`config.mk`:
```
export PLATFORM = sky130hd
export DESIGN_NAME = t2mi_ts_depacker
export DESIGN_NICKNAME = d
export VERILOG_FILES = /design/src/rtl/t2mi_ts_depacker.sv
export SDC_FILE = /design/constraint.sdc
export NUM_CORES = 1
export LEC_CHECK = 0
export ABC_AREA = 1
export BUFFER_PORTS_ARGS = -buffer_cell sky130_fd_sc_hd__buf_2
export CORE_ASPECT_RATIO = 1.25
export CORE_UTILIZATION = 50
export CTS_BUF_LIST = sky130_fd_sc_hd__clkbuf_4
export CTS_CLUSTER_SIZE = 20
export DETAILED_ROUTE_END_ITERATION = 10
export PLACE_DENSITY = 0.8
export SETUP_SLACK_MARGIN = 0.05
export SYNTH_ARGS = -nofsm -noshare
export SYNTH_HDL_FRONTEND = slang
export SYNTH_SLANG_ARGS = --single-unit
export TNS_END_PERCENT = 1
```
`constraint.sdc`:
```
create_clock -name CLK -period 2.9 [get_ports CLK]
set_input_delay 0.435 -clock CLK [delete_from_list [all_inputs] [get_ports CLK]]
set_output_delay 0.435 -clock CLK [all_outputs]
set_load 0.005 [all_outputs]
```
`src/rtl/t2mi_ts_depacker.sv`:
```
// T2-MI over MPEG-TS depacker: pulls the T2-MI byte stream carried on one PID out of a
// 188-byte transport stream, tracking continuity and T2-MI packet starts via the pointer field.
module t2mi_ts_depacker (
  input  logic        CLK,
  input  logic        RST,
  input  logic [7:0]  DATA_IN,
  input  logic        ENA_IN,
  input  logic        PSYNC_IN,
  input  logic [12:0] t2mi_pid,
  output logic [7:0]  DATA_OUT,
  output logic        ENA_OUT,
  output logic        PSTART_OUT,
  output logic        CC_ERR,
  output logic        FMT_ERR,
  output logic [3:0]  state_mon
);

  localparam int unsigned LAST_POS   = 187;
  localparam int unsigned MAX_AF_LEN = 183;
  localparam logic [7:0]  SYNC_BYTE  = 8'h47;

  typedef enum logic [3:0] {
    S_WAIT_SYNC = 4'd0,
    S_HEADER    = 4'd1,
    S_AF_LEN    = 4'd2,
    S_AF_SKIP   = 4'd3,
    S_POINTER   = 4'd4,
    S_PAYLOAD   = 4'd5,
    S_SKIP      = 4'd6
  } state_t;

  state_t      state, state_n;
  logic [7:0]  cnt, cnt_n;
  logic        tei, tei_n;
  logic        pusi, pusi_n;
  logic [4:0]  pid_hi, pid_hi_n;
  logic [7:0]  pid_lo, pid_lo_n;
  logic [1:0]  afc, afc_n;
  logic [3:0]  last_cc, last_cc_n;
  logic        cc_valid, cc_valid_n;
  logic        lock, lock_n;
  logic [7:0]  af_rem, af_rem_n;
  logic [7:0]  ptr_rem, ptr_rem_n;
  logic        start_pend, start_pend_n;
  logic [7:0]  data_n;
  logic        ena_n, pstart_n, cc_err_n, fmt_err_n;
  logic [7:0]  remain;
  state_t      after_af;

  // State register plus all datapath and output registers.
  always_ff @(posedge CLK) begin
    if (RST) begin
      state      <= S_WAIT_SYNC;
      cnt        <= 8'd0;
      tei        <= 1'b0;
      pusi       <= 1'b0;
      pid_hi     <= 5'd0;
      pid_lo     <= 8'd0;
      afc        <= 2'd0;
      last_cc    <= 4'd0;
      cc_valid   <= 1'b0;
      lock       <= 1'b0;
      af_rem     <= 8'd0;
      ptr_rem    <= 8'd0;
      start_pend <= 1'b0;
      DATA_OUT   <= 8'd0;
      ENA_OUT    <= 1'b0;
      PSTART_OUT <= 1'b0;
      CC_ERR     <= 1'b0;
      FMT_ERR    <= 1'b0;
    end else begin
      state      <= state_n;
      cnt        <= cnt_n;
      tei        <= tei_n;
      pusi       <= pusi_n;
      pid_hi     <= pid_hi_n;
      pid_lo     <= pid_lo_n;
      afc        <= afc_n;
      last_cc    <= last_cc_n;
      cc_valid   <= cc_valid_n;
      lock       <= lock_n;
      af_rem     <= af_rem_n;
      ptr_rem    <= ptr_rem_n;
      start_pend <= start_pend_n;
      DATA_OUT   <= data_n;
      ENA_OUT    <= ena_n;
      PSTART_OUT <= pstart_n;
      CC_ERR     <= cc_err_n;
      FMT_ERR    <= fmt_err_n;
    end
  end

  assign state_mon = state;

  // Next-state and next-output logic; only ENA_IN-qualified bytes move anything.
  always_comb begin
    state_n      = state;
    cnt_n        = cnt;
    tei_n        = tei;
    pusi_n       = pusi;
    pid_hi_n     = pid_hi;
    pid_lo_n     = pid_lo;
    afc_n        = afc;
    last_cc_n    = last_cc;
    cc_valid_n   = cc_valid;
    lock_n       = lock;
    af_rem_n     = af_rem;
    ptr_rem_n    = ptr_rem;
    start_pend_n = start_pend;
    data_n       = DATA_OUT;
    ena_n        = 1'b0;
    pstart_n     = 1'b0;
    cc_err_n     = 1'b0;
    fmt_err_n    = 1'b0;
    remain       = 8'(LAST_POS) - cnt;
    after_af     = (afc == 2'b10) ? S_SKIP : (pusi ? S_POINTER : S_PAYLOAD);

    if (ENA_IN) begin
      if (PSYNC_IN) begin
        // A sync marker outside wait_sync means the previous packet was short.
        if (state != S_WAIT_SYNC) begin
          fmt_err_n = 1'b1;
          lock_n    = 1'b0;
        end
        if (DATA_IN == SYNC_BYTE) begin
          state_n = S_HEADER;
          cnt_n   = 8'd1;
        end else begin
          fmt_err_n = 1'b1;
          state_n   = S_WAIT_SYNC;
        end
      end else if (state != S_WAIT_SYNC) begin
        cnt_n = cnt + 8'd1;
        case (state)
          S_HEADER: begin
            case (cnt)
              8'd1: begin
                tei_n    = DATA_IN[7];
                pusi_n   = DATA_IN[6];
                pid_hi_n = DATA_IN[4:0];
              end
              8'd2: pid_lo_n = DATA_IN;
              default: begin
                afc_n        = DATA_IN[5:4];
                start_pend_n = 1'b0;
                if (tei || ({pid_hi, pid_lo} != t2mi_pid) || (DATA_IN[5:4] == 2'b00)) begin
                  state_n = S_SKIP;
                end else if (DATA_IN[5:4] == 2'b10) begin
                  state_n = S_AF_LEN;
                end else if (cc_valid && (DATA_IN[3:0] == last_cc)) begin
                  state_n = S_SKIP;
                end else begin
                  if (cc_valid && (DATA_IN[3:0] != last_cc + 4'd1)) begin
                    cc_err_n = 1'b1;
                    lock_n   = 1'b0;
                  end
                  cc_valid_n = 1'b1;
                  last_cc_n  = DATA_IN[3:0];
                  if (DATA_IN[5:4] == 2'b11) state_n = S_AF_LEN;
                  else                       state_n = pusi ? S_POINTER : S_PAYLOAD;
                end
              end
            endcase
          end
          S_AF_LEN: begin
            if (DATA_IN > 8'(MAX_AF_LEN)) begin
              fmt_err_n = 1'b1;
              state_n   = S_SKIP;
            end else if (DATA_IN == 8'd0) begin
              state_n = after_af;
            end else begin
              af_rem_n = DATA_IN;
              state_n  = S_AF_SKIP;
            end
          end
          S_AF_SKIP: begin
            af_rem_n = af_rem - 8'd1;
            if (af_rem == 8'd1) state_n = after_af;
          end
          S_POINTER: begin
            if (DATA_IN >= remain) begin
              fmt_err_n = 1'b1;
              lock_n    = 1'b0;
              state_n   = S_SKIP;
            end else begin
              ptr_rem_n    = DATA_IN;
              start_pend_n = 1'b1;
              state_n      = S_PAYLOAD;
            end
          end
          S_PAYLOAD: begin
            // Bytes before the pointed-to start continue the previous T2-MI packet.
            if (start_pend && (ptr_rem == 8'd0)) begin
              data_n       = DATA_IN;
              ena_n        = 1'b1;
              pstart_n     = 1'b1;
              lock_n       = 1'b1;
              start_pend_n = 1'b0;
            end else begin
              if (start_pend) ptr_rem_n = ptr_rem - 8'd1;
              if (lock) begin
                data_n = DATA_IN;
                ena_n  = 1'b1;
              end
            end
          end
          default: ;
        endcase
        if (cnt == 8'(LAST_POS)) state_n = S_WAIT_SYNC;
      end
    end
  end

endmodule

```
# Yosys cells after proc, flatten, opt, wreduce, memory -nomap -nowiden
# Index checks and enable logic that the tools add are counted.
dict set report totals {
  ff_bits 64
  inputBits 25
  out_inout_bits 16
  elab_cells 152
}
dict set report classes {
  n_addsub 5
  n_lt_le_gt_ge 2
  n_eq_ne 33
  n_mux 54
  bitwise_logic 9
  reduce_logical 31
}
# cell count
set op_table {}
lappend op_table {{$mux W8} 10}
lappend op_table {{$mux W4} 8}
lappend op_table {{$pmux W8 S2} 2}
lappend op_table {{$mux W1} 25}
lappend op_table {{$reduce_and A5 Y1} 5}
lappend op_table {{$ne A3 B3 Y1 const B} 7}
lappend op_table {{$eq A8 B1 Y1 const B} 2}
lappend op_table {{$logic_not A8 Y1} 2}
lappend op_table {{$pmux W4 S4} 1}
lappend op_table {{$sub A8 B1 Y8 const B} 2}
lappend op_table {{$ne A2 B2 Y1 const B} 7}
lappend op_table {{$reduce_and A7 Y1} 2}
lappend op_table {{$ne A13 B13 Y1} 1}
lappend op_table {{$mux W3} 4}
lappend op_table {{$reduce_and A10 Y1} 1}
lappend op_table {{$reduce_or A10 Y1} 1}
lappend op_table {{$not A1 Y1} 9}
lappend op_table {{$add A8 B1 Y8 const B} 1}
lappend op_table {{$eq A4 B2 Y1 const B} 2}
lappend op_table {{$eq A4 B3 Y1 const B} 2}
lappend op_table {{$eq A8 B2 Y1 const B} 1}
lappend op_table {{$eq A8 B7 Y1 const B} 1}
lappend op_table {{$eq A8 B8 Y1 const B} 1}
lappend op_table {{$ge A8 B8 Y1} 1}
lappend op_table {{other kinds (24)} 36}

# Depth between registers and ports, before layout
# Gate-level depths: netlist (run 1).
dict set report depth {
  word_depth 11
  depth_mapped 15
  depth_no_buf 15
}

# Worst setup path before layout (run 1)
# Ideal clock, no wire load.
dict set report synth_timing {
  path_type {register -> register}
  from {register cnt[4]}
  to {register ptr_rem[6]}
  setup_time_ps 116
  arrival_ps 2052
  required_time_ps 2784
  setup_slack_ps 732
  stages_incl_launch_ff 15
  path_buffers 1
  period_less_slack_ps 2168
  cell_sequence {dfxtp_1 > nand2_1 > inv_1 > nand2_1 > o21ai_0 > xor2_1 > ha_1 > a21o_1 > nor2_1 > nand2_1 > nand2_1 > nand3_2 > buf_6 > a21oi_1 > nor2_1}
}
dict set report synth_via {
  elab_chain_len 4
}
# element line
set synth_rtl {}
lappend synth_rtl {{from (decl)} 33} ;# logic [7:0] cnt, cnt_n;
lappend synth_rtl {{from (signal assigned)} 73} ;# cnt <= cnt_n;
lappend synth_rtl {{$sub A8 B8 Y8} 115} ;# remain = 8'(LAST_POS) - cnt;
lappend synth_rtl {{$ge A8 B8 Y1} 181} ;# if (DATA_IN >= remain) begin
lappend synth_rtl {{$ne A2 B2 Y1 (no source line)} n/a}
lappend synth_rtl {{$reduce_and A7 Y1 (no source line)} n/a}
lappend synth_rtl {{to (signal assigned)} 83} ;# ptr_rem <= ptr_rem_n;
lappend synth_rtl {{to (decl)} 43} ;# logic [7:0] ptr_rem, ptr_rem_n;
# No other way between the ends.
# A chain may end at the register's enable or synchronous reset.

# Worst setup path after layout (run 1)
dict set report layout_timing {
  from {register cnt[4]}
  to {register ptr_rem[7]}
}
# Same word-level chain as after synthesis.

==> summary.md, run 1 <==
| Metric | Value |
|---|---|
| GRT Total Usage | between 20% and 30% |
| Routed length per instance | ~14 um |
| WP data arrival | between 2000 and 3000 ps |
| CTS buffer count | 9 |
| Synth Cell Area | around 0.0041 mm2 |
| Async SR Flop Fraction | 0% |
| Critical path launch point type | flip-flop |
| Initial antenna violation count | 0 |
| Post-route cell area | 0.00447 mm2 |
| Post-CTS Resized | 0 |
| # hold bufs at CTS | 0 |
| Placed Area | roughly 0.0043 mm2 |
| Clock buffer depth | 2 |
| Max FO, Critical Path | 16 |
| DP Worst Slack | between 300 and 400 ps |
| Die footprint | 0.00853 mm2 |
| CTS sink cnt | 63 |
| Multi-input gate area | around 0.0024 mm2 |
| Drt total wl | 10.6 mm |
| Clock root cell | clkbuf_4 |
| Syn_area_per_cell | ~6.5 um2 |
| WS Path Type | reg2reg |
| Slew at the pin closest to its max-slew limit | around 530 ps |
| Setup TNS | 0 ps |
| Core ar. | just under 0.008 mm2 |
| Worst Path Required | 3230 ps |
| Static leakage | approximately 2.2 nW |
| Tcrit/Tclk final | between 80 and 90% |
| Util after Layout | about 57% |
| First-pass GRT wire length | 17.4 mm |
| Worst vdd ir | 0.225 mV |
| Hold Crit Class | in2reg |
| Power Dens Cells | 378 mW/mm2 |
| Total area of sequential cells | roughly 0.0013 mm2 |
| Max Cap Viol | 0 |
| IO Port Bufs | 39 |
| DR vias/cell | about 5.4 |
| Post-synth EDFFs | 0 |
| Violation count after the first detailed-route iteration | around 270 |
| Fillers | a little under 800 |
| Post-Route Skew | 19.6 ps |
| DRT antenna net count | 0 |
| CTS tree | yes |
| Fin. Hold Viols | 0 |
| Unrepaired setup endpoints after global routing | false |
| Layout cell share with drive strength beyond 1 | 13.6% |
| Pins over their slew limit | 0 |
| Total grt overflow | 0 |
| Mapped Nets | just under 700 |
| Layout area overhead | 9.56% |
| I/O pin cnt | between 40 and 50 |
| Clock latency at the later pin of the worst-skew pair | between 400 and 500 ps |
| Synth Flop Type | dfxtp_1 |
| RD Place Congestion | 0.971 |
| Final min period | about 2600 ps |
| Mapped Cells | 630 |
| Library cells used by synthesis | 42 |
| Maximum number of pins on one net before global-route repair | 40 |
| Number of setup buffers added after CTS | 0 |
| Vias | between 4,000 and 5,000 |
| Drt first pass iters | 5 |
| Flops & latches, synth | 63 |
| Vias in the first global route | between 3,000 and 4,000 |
| Post-DP HPWL | roughly 8 mm |
| Yosys warns | 0 |
| Sequential share of the synthesized area | 30.9% |
| Max frequency | ~0.39 GHz |
| Reg clk slew, reported paths | roughly 120 ps |
| Initial Util | a little over half |
| Status | complete, no violations |
| DRC viols | 0 |
| Die Ht | between 100 and 150 um |
| Htree depth | 3 |
| Worst setup margin | between 300 and 400 ps |
| Crit path capture type | flip-flop |
| # nets final | approximately 700 |
| Row Count | 36 |
| # diodes | 0 |
| Die W | 82.8 um |
| Slew margin rel. | 64.9% |
| Final setup fails | 0 |
==> layer usage <==
| layer | vias up | track usage [%] | wire, um |
|---|---|---|---|
| li1 | 2106 | - | - |
| met1 | 1868 | 28.9 | 4430 |
| met3 | 33 | 5.36 | 603 |
| met5 | - | 0 | 0 |
| met2 | 144 | 46.2 | 5190 |
| met4 | 0 | 15.0 | 336 |
==> layout make-up <==
| cell class | count | area share (%) |
|---|---|---|
| Sequential cell | 63 | 28.2 |
| Tap cell | 95 | 2.66 |
| Timing Repair Buffer | 43 | 5.03 |
| Clock inverter | 5 | 1.34 |
| Multi-Input combinational cell | 456 | 52.9 |
| Clock buffer | 10 | 1.68 |
| Inverter | 97 | 8.20 |
==> layout by cell type, fill, tap and decap left out, types with 2 or more instances in the layout <==
cell      instances
xor2_1            8
nor2_2            3
a31oi_1           5
o21ai_2           2
clkbuf_4         10
nand3_1          29
xnor2_1           5
nor3_1           10
a21oi_2           5
nand2_1         150
nand4_1           7
or2_2             2
buf_4             4
a211oi_1          8
clkinv_4          2
inv_1            89
ha_1             18
o21ai_1           6
buf_2            39
dfxtp_1          63
nand3b_2          2
a21oi_1          53
o22ai_1           2
inv_2             7
nor2_4            3
o21ai_0          52
nand2_2           4
nor2_8            2
nor2_1           69
==> through the flow <==
stage | total power [mW] | std cells | hold WS, ps
floorplan | 1.03 | 630 | 424
global placement | 1.09 | 754 | 437
detailed placement | 1.10 | 754 | 442
CTS | 1.70 | 769 | 330
global route | 1.75 | 769 | 373
finish | 1.69 | 769 | 358
==> path summary, 6_finish.rpt <==
kind	startpoint	end	slack, ps	cells past startpoint
setup / recovery	cnt[4]$_SDFFE_PP0P_	ptr_rem[7]$_SDFFE_PP0P_	300	13
hold reg to reg	afc[1]$_SDFFE_PP0P_	afc[1]$_SDFFE_PP0P_	460	2
setup reg to reg	cnt[4]$_SDFFE_PP0P_	ptr_rem[7]$_SDFFE_PP0P_	300	13
hold / removal	DATA_IN[0]	last_cc[0]$_SDFFE_PP0P_	360	3
==> flip-flops by register name, indices dropped and copies added (netlist names), 2 cells and up <==
register   flops
state_mon      3
af_rem         8
last_cc        4
afc            2
ptr_rem        8
DATA_OUT       8
pid_hi         5
cnt            8
pid_lo         8
==> Yosys cell counts (2+ instances only) <==
cell | number | area share, %
a211oi_1 | 8 | 1.5
a21oi_1 | 53 | 6.5
a21oi_2 | 5 | 1.1
a31oi_1 | 5 | 0.77
buf_6 | 4 | 1.1
clkbuf_1 | 7 | 0.64
dfxtp_1 | 63 | 31
ha_1 | 18 | 5.5
inv_1 | 89 | 8.2
inv_2 | 7 | 0.64
nand2_1 | 150 | 14
nand2_2 | 4 | 0.61
nand3_1 | 29 | 3.6
nand3b_2 | 2 | 0.55
nand4_1 | 7 | 1.1
nor2_1 | 69 | 6.3
nor2_2 | 3 | 0.46
nor2_4 | 3 | 0.83
nor2_8 | 2 | 0.98
nor3_1 | 10 | 1.2
o21ai_0 | 52 | 6.4
o21ai_1 | 6 | 0.74
o21ai_2 | 2 | 0.43
o22ai_1 | 2 | 0.31
or2_2 | 2 | 0.31
xnor2_1 | 5 | 1.1
xor2_1 | 8 | 1.7
==> report_power, final <==
| part | internal, mW | switching (mW) | leakage, nW |
|---|---|---|---|
| sequential | 0.871 | 0.00676 | 0.508 |
| clock | 0.269 | 0.342 | 0.0724 |
| combinational | 0.0656 | 0.138 | 1.60 |
| total | 1.21 | 0.486 | 2.18 |
==> worst max-delay path: stages (launching register included) <==
cell and delay, ps:
dfxtp_1 440, nand2_1 90, inv_1 50, nand2_1 80, o21ai_0 220, xor2_1 170
ha_1 260, a21o_1 180, nor2_1 140, nand2_1 80, nand2_1 140, nand3_2 280
o21ai_0 280, a21oi_1 70
==> kinds of logic (layout without fill, tap and decap cells) <==
| logic type | after synthesis | count (layout) | share of synthesized area [%] |
|---|---|---|---|
| AO/OA/AOI/OAI | 138 | 138 | 18.6 |
| XOR/XNOR | 13 | 13 | 2.79 |
| buffers and inverters | 111 | 155 | 11.2 |
| other | 1 | 1 | 0.0919 |
| adder cells (fa/ha/maj) | 18 | 18 | 5.52 |
| AND/OR/NAND/NOR | 286 | 286 | 30.9 |
| flip-flops | 63 | 63 | 30.9 |
Note: power is estimated with default switching activity, not from simulation.
==> inputs of run 2 (changes only) <==
--- a/config.mk
+++ b/config.mk
@@ -6,13 +6,14 @@
 export NUM_CORES = 1
 export LEC_CHECK = 0
 export ABC_AREA = 1
+export ABC_CLOCK_PERIOD_IN_PS = 2900
 export BUFFER_PORTS_ARGS = -buffer_cell sky130_fd_sc_hd__buf_2
 export CORE_ASPECT_RATIO = 1.25
 export CORE_UTILIZATION = 50
 export CTS_BUF_LIST = sky130_fd_sc_hd__clkbuf_4
 export CTS_CLUSTER_SIZE = 20
 export DETAILED_ROUTE_END_ITERATION = 10
-export PLACE_DENSITY = 0.8
+export PLACE_DENSITY_LB_ADDON = 0.2
 export SETUP_SLACK_MARGIN = 0.05
 export SYNTH_ARGS = -nofsm -noshare
 export SYNTH_HDL_FRONTEND = slang
==> run 2 against run 1 <==
  * Combinational power about the same
  * Clock power increased by 2%
  * Utilization increased by 0.064 points
  * Global-route usage decreased by 0.75 points
  * Non-clock buffer count unchanged
  * Clock skew decreased by 5.4 ps
  * Final area increased by 0.11%
  * Total power increased by 0.50%
  * Count of clock-buffer cells in the layout decreased by 1
  * Largest cell class unchanged
  * Highest routed layer unchanged
==> summary.md, run 2 (synthesized netlist as in run 1, its figures left out) <==
| Metric | Value |
|---|---|
| Status | complete, no violations (unchanged) |
| Most common cell after layout, fill and taps aside | nand2_1 (unchanged) |
| I/O pin cnt | 41 (unchanged) |
| Total grt overflow | 0 (unchanged) |
| Die Ht | 103 um (unchanged) |
| IO Port Bufs | 39 (unchanged) |
| Die footprint | 0.00853 mm2 (unchanged) |
| Slew at the pin closest to its max-slew limit | 575 ps (was 525 ps) |
| Fillers | 785 (was 775) |
| Row Count | 36 (unchanged) |
| Drt first pass iters | 5 (unchanged) |
| CP endpoint | ptr_rem[5]$_SDFFE_PP0P_ (was ptr_rem[7]$_SDFFE_PP0P_) |
| Routed length per instance | 13.6 um (was 13.7 um) |
| Tcrit/Tclk final | 87.1% (was 89.5%) |
| Final setup fails | 0 (unchanged) |
| CTS buffer count | 9 (unchanged) |
| Final min period | 2530 ps (was 2600 ps) |
| Worst vdd ir | 0.302 mV (was 0.225 mV) |
| Worst reg2reg path startpoint | cnt[4]$_SDFFE_PP0P_ (unchanged) |
| Post-CTS Resized | 0 (unchanged) |
| Most frequent cells in the layout | nand2_1 (150), inv_1 (89), nor2_1 (69), dfxtp_1 (63), a21oi_1 (53) (unchanged) |
| # nets final | 713 (unchanged) |
| # diodes | 0 (unchanged) |
| Clock latency at the later pin of the worst-skew pair | 450 ps (was 440 ps) |
| Pins over their slew limit | 0 (unchanged) |
| Max frequency | 0.396 GHz (was 0.385 GHz) |
| R2R Setup Slk | 370 ps (was 300 ps) |
| Initial antenna violation count | 0 (unchanged) |
| Die W | 82.8 um (unchanged) |
| Initial Util | 52.1% (unchanged) |
| DRT antenna net count | 0 (unchanged) |
| Maximum number of pins on one net before global-route repair | 28 (was 40) |
| Crit path capture type | flip-flop (unchanged) |
| Static leakage | 2.18 nW (about the same) |
| Hold Crit Class | in2reg (unchanged) |
| Htree depth | 3 (unchanged) |
| Max FO, Critical Path | 16 (unchanged) |
| WS Path Type | reg2reg (unchanged) |
| Worst Path Required | 3230 ps (about the same) |
| Critical R2R Capture | ptr_rem[5]$_SDFFE_PP0P_ (was ptr_rem[7]$_SDFFE_PP0P_) |
| Critical path launch point type | flip-flop (unchanged) |
| DRC viols | 0 (unchanged) |
| R2R depth | 13 (unchanged) |
| Reg clk slew, reported paths | 120 ps (about the same) |
| Power Dens Cells | 380 mW/mm2 (was 378 mW/mm2) |
| Max Cap Viol | 0 (unchanged) |
| CTS sink cnt | 63 (unchanged) |
| Post-DP HPWL | 7.95 mm (was 7.96 mm) |
| Core ar. | 0.00784 mm2 (unchanged) |
| WP data arrival | 2860 ps (was 2920 ps) |
| Unrepaired setup endpoints after global routing | false (unchanged) |
| Setup TNS | 0 ps (unchanged) |
| First-pass GRT wire length | 16.8 mm (was 17.4 mm) |
| Drt total wl | 10.5 mm (was 10.6 mm) |
| # hold bufs at CTS | 0 (unchanged) |
| Clock buffer depth | 2 (unchanged) |
| Fin. Hold Viols | 0 (unchanged) |
| Vias | 4,079 (was 4,151) |
| CTS tree | yes (unchanged) |
| Number of setup buffers added after CTS | 0 (unchanged) |
| Vias in the first global route | 3,632 (was 3,857) |
| Hold_ws | 319 ps (was 358 ps) |
| Post-Route Skew | 14.2 ps (was 19.6 ps) |
| Worst Setup SP | cnt[4]$_SDFFE_PP0P_ (unchanged) |
| DR vias/cell | 5.30 (was 5.40) |
| Slew margin rel. | 61.6% (was 64.9%) |
| Clock root cell | clkbuf_4 (unchanged) |
| GRT Total Usage | 25.1% (was 25.9%) |
| RD Place Congestion | 0.940 (was 0.971) |
| Violation count after the first detailed-route iteration | 214 (was 272) |
| Layout cell share with drive strength beyond 1 | 13.8% (was 13.6%) |
| Layout area overhead | 9.68% (was 9.56%) |
[run 2: cell types whose count changed in the layout (fill, tap and decap cells not counted)]
cell and delta:
inv_6 +1, clkinvlp_4 +1, clkinv_4 -1, clkbuf_4 -1, clkinv_2 +1
[run 2: critical path, stage by stage, from the launching register on]
cell and delay [ps]:
dfxtp_1 440, nand2_1 80, inv_1 50, nand2_1 90, o21ai_0 210, xor2_1 170
ha_1 260, a21o_1 180, nor2_1 140, nand2_1 70, nand2_1 130, nand3_2 270
o21ai_0 250, a21oi_1 70
[run 2: where the power goes]
group | switching (mW) | leakage, nW | total, mW | internal [mW]
sequential | 0.00661 | 0.508 | 0.878 | 0.871
combinational | 0.136 | 1.60 | 0.202 | 0.0653
clock | 0.358 | 0.0723 | 0.621 | 0.263
total | 0.501 | 2.18 | 1.70 | 1.20
[run 2: area by class of cell]
class	instances	area (um2)	area share [%]
Multi-Input combinational cell	456	2370	52.8
Sequential cell	63	1260	28.2
Clock inverter	7	72.6	1.62
Timing Repair Buffer	43	225	5.03
Clock buffer	9	67.6	1.51
Tap cell	95	119	2.65
Inverter	97	367	8.19
[run 2: metal layers]
layer,routed length (um),share of wire (%),GRT usage (%)
met5,0,0,0
met1,4590,44,29.1
met4,183,1.7,8.75
met2,5190,49,45.6
met3,525,5.0,6.00
[run 2: through the flow]
step / power (mW) / instances / area [um2] / util, % / worst slack [ps]
finish: 1.70 / 770 / 4480 / 57.1 / 373
CTS: 1.72 / 770 / 4480 / 57.1 / 372
detailed placement: 1.10 / 754 / 4340 / 55.3 / 407
global placement: 1.09 / 754 / 4340 / 55.3 / 476
floorplan: 1.03 / 630 / 4080 / - / 732
global route: 1.79 / 770 / 4480 / 57.1 / 142
[run 2: how the worst min path moves through the flow]
stage | slack, ps | endpoint | start | depth (start not counted)
after CTS | 300 | last_cc[0]$_SDFFE_PP0P_ | DATA_IN[0] | 3
after detailed placement | 450 | afc[1]$_SDFFE_PP0P_ | afc[1]$_SDFFE_PP0P_ | 2
after floorplan | 420 | afc[1]$_SDFFE_PP0P_ | afc[1]$_SDFFE_PP0P_ | 2
after global placement | 430 | afc[1]$_SDFFE_PP0P_ | afc[1]$_SDFFE_PP0P_ | 2
after global routing | 290 | last_cc[0]$_SDFFE_PP0P_ | DATA_IN[0] | 3
final | 320 | last_cc[0]$_SDFFE_PP0P_ | DATA_IN[0] | 3
==> inputs of run 3 (changes only) <==
--- a/config.mk
+++ b/config.mk
@@ -9,7 +9,7 @@
 export ABC_CLOCK_PERIOD_IN_PS = 2900
 export BUFFER_PORTS_ARGS = -buffer_cell sky130_fd_sc_hd__buf_2
 export CORE_ASPECT_RATIO = 1.25
-export CORE_UTILIZATION = 50
+export CORE_UTILIZATION = 60
 export CTS_BUF_LIST = sky130_fd_sc_hd__clkbuf_4
 export CTS_CLUSTER_SIZE = 20
 export DETAILED_ROUTE_END_ITERATION = 10
==> run 3 against run 2 <==
  * Highest routed layer unchanged
  * Largest cell class unchanged
  * Critical path type unchanged
  * Total power fell by 0.90%
  * Critical endpoint unchanged
  * Routed wire length fell by 4.4%
  * Global-route usage rose by 4.9 points
==> summary.md, run 3 (synthesized netlist as in run 1, its figures left out) <==
| Metric | Value |
|---|---|
| Status | complete, no violations (unchanged) |
| Reg clk slew, reported paths | 120 ps (about the same) |
| Hold Crit Class | in2reg (unchanged) |
| Maximum number of pins on one net before global-route repair | 40 (was 28) |
| Seq pwr share | 52.1% (was 51.6%) |
| Htree depth | 3 (unchanged) |
| Critical path launch point type | flip-flop (unchanged) |
| Violation count after the first detailed-route iteration | 245 (was 214) |
| I/O pin cnt | 41 (unchanged) |
| Fin cells | 760 (was 770) |
| Post-DP HPWL | 7.42 mm (was 7.95 mm) |
| GRT Total Usage | 30.0% (was 25.1%) |
| Clock root cell | clkbuf_4 (unchanged) |
| Max frequency | 0.392 GHz (was 0.396 GHz) |
| Fin. Hold Viols | 0 (unchanged) |
| Switching pwr | 481 uW (was 501 uW) |
| Internal power | 1.20 mW (about the same) |
| DR vias/cell | 5.44 (was 5.30) |
| Layout cell share with drive strength beyond 1 | 13.5% (was 13.8%) |
| WS Path Type | reg2reg (unchanged) |
| RD Place Congestion | 1.03 (was 0.940) |
| Post-Route Skew | 16.3 ps (was 14.2 ps) |
| # hold bufs at CTS | 0 (unchanged) |
| Worst vdd ir | 0.304 mV (was 0.302 mV) |
| Slew margin rel. | 64.2% (was 61.6%) |
| Post-route cell area | 0.00445 mm2 (was 0.00448 mm2) |
| CTS tree | yes (unchanged) |
| Most frequent cells in the layout | nand2_1 (150), inv_1 (89), nor2_1 (69), dfxtp_1 (63), a21oi_1 (53) (unchanged) |
| Total grt overflow | 0 (unchanged) |
| Die footprint | 0.00714 mm2 (was 0.00853 mm2) |
| Setup TNS | 0 ps (unchanged) |
| Post-CTS Resized | 0 (unchanged) |
| Power Dens Cells | 379 mW/mm2 (was 380 mW/mm2) |
| Logic gate share of total power | 11.6% (was 11.9%) |
| DRC viols | 0 (unchanged) |
| CTS buffer count | 9 (unchanged) |
| CTS sink cnt | 63 (unchanged) |
| Number of setup buffers added after CTS | 0 (unchanged) |
| Initial antenna violation count | 0 (unchanged) |
| Core ar. | 0.00657 mm2 (was 0.00784 mm2) |
| DRT antenna net count | 0 (unchanged) |
| Slew at the pin closest to its max-slew limit | 535 ps (was 575 ps) |
| IO Port Bufs | 39 (unchanged) |
| Final setup fails | 0 (unchanged) |
| Vias | 4,137 (was 4,079) |
| Tcrit/Tclk final | 88.0% (was 87.1%) |
| Max Cap Viol | 0 (unchanged) |
| Worst Path Required | 3200 ps (was 3230 ps) |
| # diodes | 0 (unchanged) |
| Max FO, Critical Path | 16 (unchanged) |
| Routed length per instance | 13.2 um (was 13.6 um) |
| First-pass GRT wire length | 16.1 mm (was 16.8 mm) |
| WP data arrival | 2860 ps (about the same) |
| # nets final | 711 (was 713) |
| Share of total power in the clock network | 36.3% (was 36.5%) |
| Final min period | 2550 ps (was 2530 ps) |
| Clock buffer depth | 2 (unchanged) |
| Static leakage | 2.18 nW (about the same) |
| Most common cell after layout, fill and taps aside | nand2_1 (unchanged) |
| Drt first pass iters | 5 (unchanged) |
| Die Ht | 94.2 um (was 103 um) |
| Row Count | 33 (was 36) |
| Drt total wl | 10.0 mm (was 10.5 mm) |
| Vias in the first global route | 3,736 (was 3,632) |
| Initial Util | 62.2% (was 52.1%) |
| R2R Setup Slk | 350 ps (was 370 ps) |
| Unrepaired setup endpoints after global routing | false (unchanged) |
| Util after Layout | 67.8% (was 57.1%) |
| Pins over their slew limit | 0 (unchanged) |
| Die W | 75.8 um (was 82.8 um) |
| Crit path capture type | flip-flop (unchanged) |
| Placed Area | 0.00431 mm2 (was 0.00434 mm2) |
| Layout area overhead | 8.98% (was 9.68%) |
| Net Sw Frac | 28.5% (was 29.5%) |
| Cell Count Post-Placement | 744 (was 754) |
| Clock latency at the later pin of the worst-skew pair | 420 ps (was 450 ps) |
[run 3: cell types whose count changed in the layout (fill, tap and decap cells not counted)]
| cell | change |
|---|---|
| buf_4 | -2 |
| clkinvlp_4 | -1 |
| clkbuf_4 | +1 |
| clkinv_2 | +1 |
| inv_6 | -1 |
[run 3: final cells by class]
type                    count  area, um2
flip-flops and latches     63       1260
fillers                   604       2120
inverters                  97        367
multi-input cells         456       2370
clock inverters             6       61.3
well taps                  87        109
repair buffers             41        210
clock buffers              10       75.1
[run 3: metrics by stage]
stage | power (mW) | setup slack, ps | hold slack [ps]
final | 1.69 | 349 | 326
after global routing | 1.76 | 122 | 369
after CTS | 1.69 | 391 | 319
after detailed placement | 1.09 | 452 | 443
after global placement | 1.09 | 515 | 434
after floorplan | 1.03 | 732 | 424
[run 3: layer usage]
layer / vias to the layer above / share of wire, % / GRT usage, %
met4: 0 / 3.3 / 17.1
met3: 30 / 4.0 / 5.04
li1: 2108 / - / -
met1: 1893 / 43 / 35.3
met5: - / 0 / 0
met2: 106 / 50 / 50.1
[run 3: path summary, 6_finish.rpt]
kind / from / endpoint / cells past startpoint
setup / recovery: cnt[4]$_SDFFE_PP0P_ / ptr_rem[5]$_SDFFE_PP0P_ / 13
hold / removal: DATA_IN[3] / last_cc[3]$_SDFFE_PP0P_ / 3
setup reg to reg: cnt[4]$_SDFFE_PP0P_ / ptr_rem[5]$_SDFFE_PP0P_ / 13
hold reg to reg: afc[1]$_SDFFE_PP0P_ / afc[1]$_SDFFE_PP0P_ / 2
[run 3: critical path, stage by stage (launching register included)]
cell and delay (ps):
dfxtp_1 440, nand2_1 80, inv_1 50, nand2_1 90, o21ai_0 210, xor2_1 180
ha_1 270, a21o_1 190, nor2_1 130, nand2_1 70, nand2_1 140, nand3_2 270
o21ai_0 260, a21oi_1 50
[run 3: power groups by stage]
stage | Combinational (mW) | Sequential [mW] | Clock (mW)
final | 0.196 | 0.878 | 0.611
after global routing | 0.221 | 0.880 | 0.661
after CTS | 0.194 | 0.878 | 0.620
after detailed placement | 0.193 | 0.897 | 0
after global placement | 0.188 | 0.897 | 0
after floorplan | 0.129 | 0.896 | 0
